$ cat src/rtl/instr_state_tag_array.sv
// N-way set-associative {state, tag} store for the I-Cache: registered lookup with
// hit/victim reporting, round-robin replacement and a hardware flash-invalidate sweep.

module instr_state_tag_way #(
  parameter int SET_WIDTH   = 4,
  parameter int TAG_WIDTH   = 22,
  parameter int STATE_WIDTH = 2
) (
  input  logic                           clk,
  input  logic                           we,
  input  logic [SET_WIDTH-1:0]           wset,
  input  logic [STATE_WIDTH+TAG_WIDTH-1:0] wdata,
  input  logic [SET_WIDTH-1:0]           rset,
  input  logic [TAG_WIDTH-1:0]           rtag,
  output logic                           hit,
  output logic                           inval,
  output logic [STATE_WIDTH-1:0]         state
);
  localparam int EW = STATE_WIDTH + TAG_WIDTH;
  localparam logic [STATE_WIDTH-1:0] ST_I = STATE_WIDTH'(2'b10);

  logic [EW-1:0] mem [2**SET_WIDTH];
  logic [EW-1:0] rd;

  // Contents are not reset; the sweep is what makes them valid.
  always_ff @(posedge clk) begin
    if (we) mem[wset] <= wdata;
  end

  // Read returns the pre-edge contents, so a same-cycle write is not visible.
  assign rd    = mem[rset];
  assign state = rd[EW-1:TAG_WIDTH];
  assign inval = (state == ST_I);
  assign hit   = !inval && (rd[TAG_WIDTH-1:0] == rtag);
endmodule

module instr_state_tag_array #(
  parameter int SET_WIDTH   = 4,
  parameter int TAG_WIDTH   = 22,
  parameter int STATE_WIDTH = 2,
  parameter int NUM_WAYS    = 4
) (
  input  logic                             clk,
  input  logic                             rst_n,
  input  logic                             req_valid,
  output logic                             req_ready,
  input  logic [SET_WIDTH-1:0]             req_set,
  input  logic [TAG_WIDTH-1:0]             req_tag,
  output logic                             rsp_valid,
  output logic                             rsp_hit,
  output logic [NUM_WAYS-1:0]              rsp_hit_way,
  output logic [STATE_WIDTH-1:0]           rsp_state,
  output logic [NUM_WAYS-1:0]              rsp_victim_way,
  input  logic                             w_en,
  input  logic                             w_fill,
  input  logic [SET_WIDTH-1:0]             w_set,
  input  logic [NUM_WAYS-1:0]              w_way,
  input  logic [STATE_WIDTH+TAG_WIDTH-1:0] w_state_tag,
  input  logic                             inv_all,
  output logic                             busy
);
  localparam int NSETS = 2**SET_WIDTH;
  localparam int PTR_W = (NUM_WAYS > 1) ? $clog2(NUM_WAYS) : 1;
  localparam logic [STATE_WIDTH-1:0] ST_I     = STATE_WIDTH'(2'b10);
  localparam logic [SET_WIDTH-1:0]   LAST_SET = '1;
  localparam logic [0:0] S_SWEEP = 1'b0;
  localparam logic [0:0] S_IDLE  = 1'b1;

  typedef struct packed {
    logic                   hit;
    logic [NUM_WAYS-1:0]    hit_way;
    logic [STATE_WIDTH-1:0] state;
    logic [NUM_WAYS-1:0]    victim;
  } rsp_t;

  logic [0:0]                      fsm_q, fsm_d;
  logic [SET_WIDTH-1:0]            cnt_q, cnt_d;
  logic [NSETS-1:0][PTR_W-1:0]     ptr_q, ptr_d;
  rsp_t                            rsp_q, rsp_d;
  logic                            rsp_valid_q, rsp_valid_d;

  logic                            accept, wr_ok;
  logic [NUM_WAYS-1:0]             way_hit, way_inval;
  logic [NUM_WAYS-1:0][STATE_WIDTH-1:0] way_state;

  assign busy      = (fsm_q == S_SWEEP);
  assign req_ready = !busy;
  assign accept    = req_valid && req_ready;
  assign wr_ok     = w_en && !busy;

  // The sweep owns every way's write port while it runs.
  for (genvar g = 0; g < NUM_WAYS; g++) begin : g_way
    instr_state_tag_way #(
      .SET_WIDTH(SET_WIDTH), .TAG_WIDTH(TAG_WIDTH), .STATE_WIDTH(STATE_WIDTH)
    ) u_way (
      .clk   (clk),
      .we    (busy || (wr_ok && w_way[g])),
      .wset  (busy ? cnt_q : w_set),
      .wdata (busy ? {ST_I, {TAG_WIDTH{1'b0}}} : w_state_tag),
      .rset  (req_set),
      .rtag  (req_tag),
      .hit   (way_hit[g]),
      .inval (way_inval[g]),
      .state (way_state[g])
    );
  end

  always_comb begin
    fsm_d = fsm_q;
    cnt_d = cnt_q;
    case (fsm_q)
      S_SWEEP: begin
        cnt_d = cnt_q + 1'b1;
        if (cnt_q == LAST_SET) fsm_d = S_IDLE;
      end
      default: begin
        if (inv_all) begin
          fsm_d = S_SWEEP;
          cnt_d = '0;
        end
      end
    endcase
  end

  always_comb begin
    ptr_d = ptr_q;
    if (wr_ok && w_fill)
      ptr_d[w_set] = PTR_W'((int'(ptr_q[w_set]) + 1) % NUM_WAYS);
  end

  // Hit and victim share the same read; duplicate hits resolve to the lowest way.
  always_comb begin
    logic hfound, vfound;
    rsp_t nxt;
    hfound      = 1'b0;
    vfound      = 1'b0;
    nxt.hit     = 1'b0;
    nxt.hit_way = '0;
    nxt.state   = ST_I;
    nxt.victim  = '0;
    for (int w = 0; w < NUM_WAYS; w++) begin
      if (way_hit[w] && !hfound) begin
        hfound         = 1'b1;
        nxt.hit        = 1'b1;
        nxt.hit_way[w] = 1'b1;
        nxt.state      = way_state[w];
      end
      if (way_inval[w] && !vfound) begin
        vfound        = 1'b1;
        nxt.victim[w] = 1'b1;
      end
    end
    if (!vfound) begin
      for (int w = 0; w < NUM_WAYS; w++)
        nxt.victim[w] = (ptr_q[req_set] == PTR_W'(w));
    end
    rsp_d       = accept ? nxt : rsp_q;
    rsp_valid_d = accept;
  end

  always_ff @(posedge clk or negedge rst_n) begin
    if (!rst_n) begin
      fsm_q       <= S_SWEEP;
      cnt_q       <= '0;
      ptr_q       <= '0;
      rsp_valid_q <= 1'b0;
      rsp_q       <= '{hit: 1'b0, hit_way: '0, state: ST_I, victim: '0};
    end else begin
      fsm_q       <= fsm_d;
      cnt_q       <= cnt_d;
      ptr_q       <= ptr_d;
      rsp_valid_q <= rsp_valid_d;
      rsp_q       <= rsp_d;
    end
  end

  assign rsp_valid      = rsp_valid_q;
  assign rsp_hit        = rsp_q.hit;
  assign rsp_hit_way    = rsp_q.hit_way;
  assign rsp_state      = rsp_q.state;
  assign rsp_victim_way = rsp_q.victim;
endmodule

$ cat config.mk
export PLATFORM = sky130hd
export DESIGN_NAME = instr_state_tag_array
export DESIGN_NICKNAME = d
export VERILOG_FILES = /design/src/rtl/instr_state_tag_array.sv
export SDC_FILE = /design/constraint.sdc
export NUM_CORES = 1
export LEC_CHECK = 0
export CORE_MARGIN = 2
export CORE_UTILIZATION = 35
export DETAILED_ROUTE_END_ITERATION = 8
export PLACE_DENSITY_LB_ADDON = 0.08
export SLEW_MARGIN = 20
export SYNTH_ARGS = -nofsm -noshare
export SYNTH_HDL_FRONTEND = slang
export SYNTH_HIERARCHICAL = 1
export SYNTH_SLANG_ARGS = --single-unit
$ cat constraint.sdc
create_clock -name clk -period 4.5 [get_ports clk]
set_clock_uncertainty 0.1 [all_clocks]
set_input_delay 0.9 -clock clk [delete_from_list [all_inputs] [get_ports clk]]
set_output_delay 0.9 -clock clk [all_outputs]
set_load 0.02 [all_outputs]
== Word-level counts from Yosys, hierarchy flattened ==
Memories as Yosys holds them, arrays and structs flattened.
Cells that the tools add are included.

* Reduce and logical (&&, ||, !) cells: 33
* Div/mod/pow operators: 0
* Equality and inequality tests: 13
* Multiplexer cells: 40
* Bitwise logic cells: 1
* Shifts and indexed selects: 0
* Add/sub/neg operators: 2
* Order comparisons: 3
* Multipliers: 0

{| class="wikitable"
|+ Operator list
! cell !! count
|-
| $eq 22x22->1 || 4
|-
| $bwmux 32 || 1
|-
| $mux 24 || 1
|-
| $mux 1 || 23
|-
| $logic_and 1x1->1 || 18
|-
| $bmux 2 s4 || 2
|-
| $mux 4 || 4
|-
| $mux 2 || 7
|-
| $eq 2x2->1 const B || 6
|-
| $logic_not 1->1 || 10
|-
| $lt 4x5->1 const B || 2
|-
| $demux 2 s4 || 1
|-
| $add 4x1->4 const B || 1
|-
| $eq 4x4->1 const B || 1
|-
| $ge 4x1->1 const B || 1
|-
| $logic_or 1x1->1 || 4
|-
| $mux 3 || 1
|-
| $add 2x1->2 const B || 1
|-
| $eq 2x1->1 const B || 1
|-
| $logic_not 2->1 || 1
|-
| $ne 2x2->1 const B || 1
|-
| $not 1->1 || 1
|}

* Bits in read-only memories: 0
* Word-level logic and storage cells: 119
* Memories: 4
* RAM bits: 1536
* Register bits: 49
* Latch bits: 0

{| class="wikitable"
|+ Memory list
! memory !! depth !! width !! rd ports !! clocked after Yosys merged registers in !! wr ports !! line !! RTL
|-
| g_way[0].u_way.mem || 16 || 24 || 1 || 0 || 1 || 22 || <nowiki>logic [EW-1:0] mem [2**SET_WIDTH];</nowiki>
|-
| g_way[1].u_way.mem || 16 || 24 || 1 || 0 || 1 || 22 ||
|-
| g_way[2].u_way.mem || 16 || 24 || 1 || 0 || 1 || 22 ||
|-
| g_way[3].u_way.mem || 16 || 24 || 1 || 0 || 1 || 22 ||
|}

== Depth between registers and ports, before layout ==
An unclocked memory read counts as a cell.

* Depth in word-level cells: 14
* Gate-level depth with buffers: 16
* Depth with buffers taken out: 12

== Hierarchy ==
The synthesis kept the hierarchy.

{| class="wikitable"
|+ By module, submodules not included
! module !! cells an instance !! times used !! area an instance (um^2) !! seq. area each (um^2)
|-
| instr_state_tag_way || 697 || 4 || 15304.7 || 11531.1
|-
| instr_state_tag_array || 269 || 1 || 2980.4 || 1227.4
|}

== Worst setup path after synthesis ==
No wires, ideal clock.

* Path type: input to register
* From: input port w_set[2]
* To: memory g_way[0].u_way/mem[0][0] (netlist bit) (enable)
* Stages: 5
* Path buffers: 2
* Path slack: 0.261 ns
* Arrival: 3.704 ns
* Setup time: 0.435 ns
* Cells stage by stage: buf_6 -> buf_8 -> mux2_2 -> or3b_2 -> nor3_1

* Cells in the longest elaborated chain, start to end: 1

{| class="wikitable"
|+ RTL lines
! element !! line !! RTL
|-
| start: declaration || 56 || <nowiki>input logic [SET_WIDTH-1:0] w_set,</nowiki>
|-
| $mux 4 || 98 || <nowiki>.wset (busy ? cnt_q : w_set),</nowiki>
|-
| end: declaration || 22 ||
|}

No other way between the ends.

== Worst setup path after layout ==
* From: input port req_set[0]
* To: register rsp_q (netlist bit rsp_state[0])

{| class="wikitable"
|+ RTL lines
! element !! line !! RTL
|-
| start: declaration || 47 || <nowiki>input logic [SET_WIDTH-1:0] req_set,</nowiki>
|-
| $mem_v2 16x24 * || - ||
|-
| branches (longest 2 deep; another with $eq 22x22->1) || - ||
|-
| $logic_and 1x1->1 * || 34 || <nowiki>assign hit = !inval && (rd[TAG_WIDTH-1:0] == rtag);</nowiki>
|-
| net way_hit[1] || 83 || <nowiki>logic [NUM_WAYS-1:0] way_hit, way_inval;</nowiki>
|-
| $logic_and 1x1->1 * || 142 || <nowiki>if (way_hit[w] && !hfound) begin</nowiki>
|-
| $mux 1 || 142 ||
|-
| $logic_not 1->1 || 142 ||
|-
| $logic_and 1x1->1 || 142 ||
|-
| $mux 1 || 142 ||
|-
| $logic_not 1->1 || 142 ||
|-
| $logic_and 1x1->1 || 142 ||
|-
| $mux 2 * || 142 ||
|-
| end signal: assignment || 167 || <nowiki>rsp_q <= '{hit: 1'b0, hit_way: '0, state: ST_I, victim: '0};</nowiki>
|-
| end signal: assignment || 173 || <nowiki>rsp_q <= rsp_d;</nowiki>
|-
| end: declaration || 79 || <nowiki>rsp_t rsp_q, rsp_d;</nowiki>
|}

Mark *: on every way through the listed nets, which the timed path passes.
A chain may end at the register's enable or synchronous reset.

==> impl_metrics.env <==
export IMPL_htree_levels=4
export IMPL_ir_drop_uv=366
export IMPL_hold_viol_final=0
export IMPL_hp_class="in2async"
export IMPL_period_needed_ns=4.19
export IMPL_cts_hold_buf=0
export IMPL_worstPathRequired_ns=5.07
export IMPL_synthesis_nets=3122
export IMPL_power_leakage_uw=0.0253
export IMPL_crit_arrival_ns=4.76
export IMPL_status="complete, no violations"
export IMPL_fin_cells=6053
export IMPL_syn_cell_area_mm2=0.0642
export IMPL_die_area_mm2=0.187
export IMPL_antenna_found_initial=9
export IMPL_dr_pass1_iters=5
export IMPL_crit_path_max_fanout=26
export IMPL_seq_area_frac_synth=0.738
export IMPL_syn_avg_cell_area_um2=21.0
export IMPL_syn_inst=3057
export IMPL_cts_buffers=172
export IMPL_numPortBuffers=77
export IMPL_async_reset_ff_frac=0.0309
export IMPL_placement_rows=157
export IMPL_coreArea_mm2=0.183
export IMPL_clk_path_buf_depth=3
export IMPL_cp_start_kind="primary input"
export IMPL_synth_cell_types=58
export IMPL_setup_violations=0
export IMPL_io_pins=78
export IMPL_rsz0062_at_grt="no"
export IMPL_final_antenna_net_count=0
export IMPL_routedWlPerCell_um=32.5
export IMPL_grt_max_degree=65
export IMPL_grtUsageTotal=0.212
export IMPL_ys_seq_elements=1585
export IMPL_avgViaCountPerCell=5.45
export IMPL_worst_setup_path_type="in2reg"
export IMPL_post_cts_resized=0
export IMPL_slew_viol_final=0
export IMPL_clockRootBuffer="clkbuf_16"
export IMPL_dp_cells=5731
export IMPL_regToRegSetupSlack_ns=0.61
export IMPL_period_share=0.931
export IMPL_cts_setup_buffers=0
export IMPL_routed_wl_um=196000
export IMPL_yosys_top_cells_count="1536 x edfxtp_1, 415 x mux4_2, 144 x mux2i_1, 114 x nor2_1, 83 x nand2_1"
export IMPL_clock_sinks=1585
export IMPL_drive_above_1_share=0.318
export IMPL_synth_area_leaders="edfxtp_1 72%, mux4_2 15%, mux2i_1 2.2%, dfrtp_1 1.9%, xor2_1 0.89%"
export IMPL_path_clk_slew_ns=0.06
export IMPL_grt_pass1_vias=34987
export IMPL_vias=32987
export IMPL_drc=0
export IMPL_drv_cap=0
export IMPL_nets=3586
export IMPL_powerDensity_mw_per_mm2=576
export IMPL_synth_ff_type="edfxtp_1"
export IMPL_drtIter0Drc=3144
export IMPL_setup_tns_ns=0
export IMPL_clock_latency_ns=0.80
export IMPL_hpwl_um=119000
export IMPL_synth_most_common_cell="edfxtp_1"
export IMPL_fmax_ghz=0.239
export IMPL_reg2reg_depth=14
export IMPL_yosysTopAreaCell="edfxtp_1"
export IMPL_syn_to_final_growth_pct=19.1
export IMPL_cp_end_kind="flop"
export IMPL_finalWeightedCongestion=0.776
export IMPL_timing_slew_headroom=0.279
export IMPL_synth_top_area_share=0.718
export IMPL_die_y_um=432
export IMPL_grt_pass1_wl_um=275000
export IMPL_synth_edf_count=1536
export IMPL_cts_tree="done"
export IMPL_worst_slew_pin_slew_ns=1.08
export IMPL_start_util=0.351
export IMPL_overflow=0
export IMPL_yosys_warnings=6
export IMPL_dieWidth_um=432
==> metrics by stage <==
| stage | instance area (um2) | setup slack (ns) | hold WS, ns | utilization | power, uW |
|---|---|---|---|---|---|
| finish | 76500 | 0.309 | 0.0305 | 0.418 | 44100 |
| global route | 76400 | 0.112 | 0.0266 | 0.418 | 45800 |
| CTS | 76400 | 0.188 | 0.194 | 0.418 | 44700 |
| detailed placement | 71100 | -0.672 | 0.395 | 0.389 | 31300 |
| global placement | 71100 | -0.723 | 0.404 | 0.389 | 31000 |
| floorplan | 64200 | 0.261 | 0.381 | - | 25900 |
==> layout by cell type, fill, tap and decap left out, types with 13 or more instances in the layout <==
cell type / count
clkdlybuf4s50_1: 72
and2_1: 14
nand4_1: 15
a21oi_1: 22
dfrtp_1: 47
a22o_1: 13
a22oi_1: 16
nand2_1: 83
buf_12: 75
nor2b_1: 31
o22ai_1: 14
nor2_4: 48
nor2_1: 66
nor3_2: 16
a211oi_1: 20
and2_2: 20
clkbuf_16: 173
clkinv_1: 40
clkbuf_1: 48
mux2i_1: 144
edfxtp_1: 1536
o21ai_0: 41
mux4_2: 415
mux2_2: 45
buf_4: 284
xor2_1: 65
clkinv_2: 22
xnor2_1: 45
inv_1: 41
==> final cells by class <==
class	count	area, um2
multi-input cells	1285	16200
repair buffers	436	4440
clock inverters	92	721
well taps	2385	2980
fillers	15995	106000
inverters	41	154
flip-flops and latches	1585	47400
clock buffers	224	4550
diodes	5	12.5
==> kinds of logic after synthesis <==
kind of cell / after synthesis / share of synthesized area
adder cells (fa/ha/maj): 1 / 0.000195
XOR/XNOR: 110 / 0.0150
flip-flops: 1585 / 0.738
buffers and inverters: 187 / 0.0171
AO/OA/AOI/OAI: 198 / 0.0229
multiplexers: 615 / 0.179
AND/OR/NAND/NOR: 361 / 0.0281
==> final timing paths <==
path,startpoint,end
max,req_set[0],rsp_state[0]$_DFFE_PN0P_
min,rst_n,cnt_q[1]$_DFFE_PN0P_
max reg2reg,g_way[1].u_way/mem[14][1]$_DFFE_PP_,rsp_state[0]$_DFFE_PN0P_
min reg2reg,rsp_hit_way[1]$_DFFE_PN0P_,rsp_hit_way[1]$_DFFE_PN0P_
max in group asynchronous,rst_n,req_ready$_DFF_PN0_
min in group clk,rsp_hit_way[1]$_DFFE_PN0P_,rsp_hit_way[1]$_DFFE_PN0P_
==> registers in the layout, indices dropped and copies added (netlist names) <==
name,cells
cnt_q,4
g_way.u_way/mem,1536
ptr_q,32
req_ready,1
rsp_hit,1
rsp_hit_way,4
rsp_state,2
rsp_valid,1
rsp_victim_way,4
==> per-layer routing <==
layer	routed length (um)	share of wire	vias up	global-route usage
li1	-	-	13711	-
met1	83700	0.43	18172	0.284
met2	100000	0.51	881	0.366
met3	8210	0.042	223	0.0270
met4	4380	0.022	0	0.0543
met5	0	0	-	0
==> power breakdown <==
group          leakage, uW  switching [uW]  internal [uW]
Combinational      0.00787            6540           2970
Sequential          0.0149             722          20500
Clock              0.00255            5780           7540
==> critical path, stage by stage <==
cell and delay (ns):
buf_8 0.26, buf_12 0.30, buf_4 0.22, mux4_2 0.49
mux2i_1 0.32, buf_4 0.19, o32ai_1 0.08, a221oi_1 0.25
nand4_1 0.15, nor4_2 0.60, buf_4 0.24, buf_4 0.11
inv_1 0.06, a31oi_1 0.16, o21ai_0 0.12, a21oi_1 0.12
o21ai_0 0.08
Power figures use the tool's default switching activity.
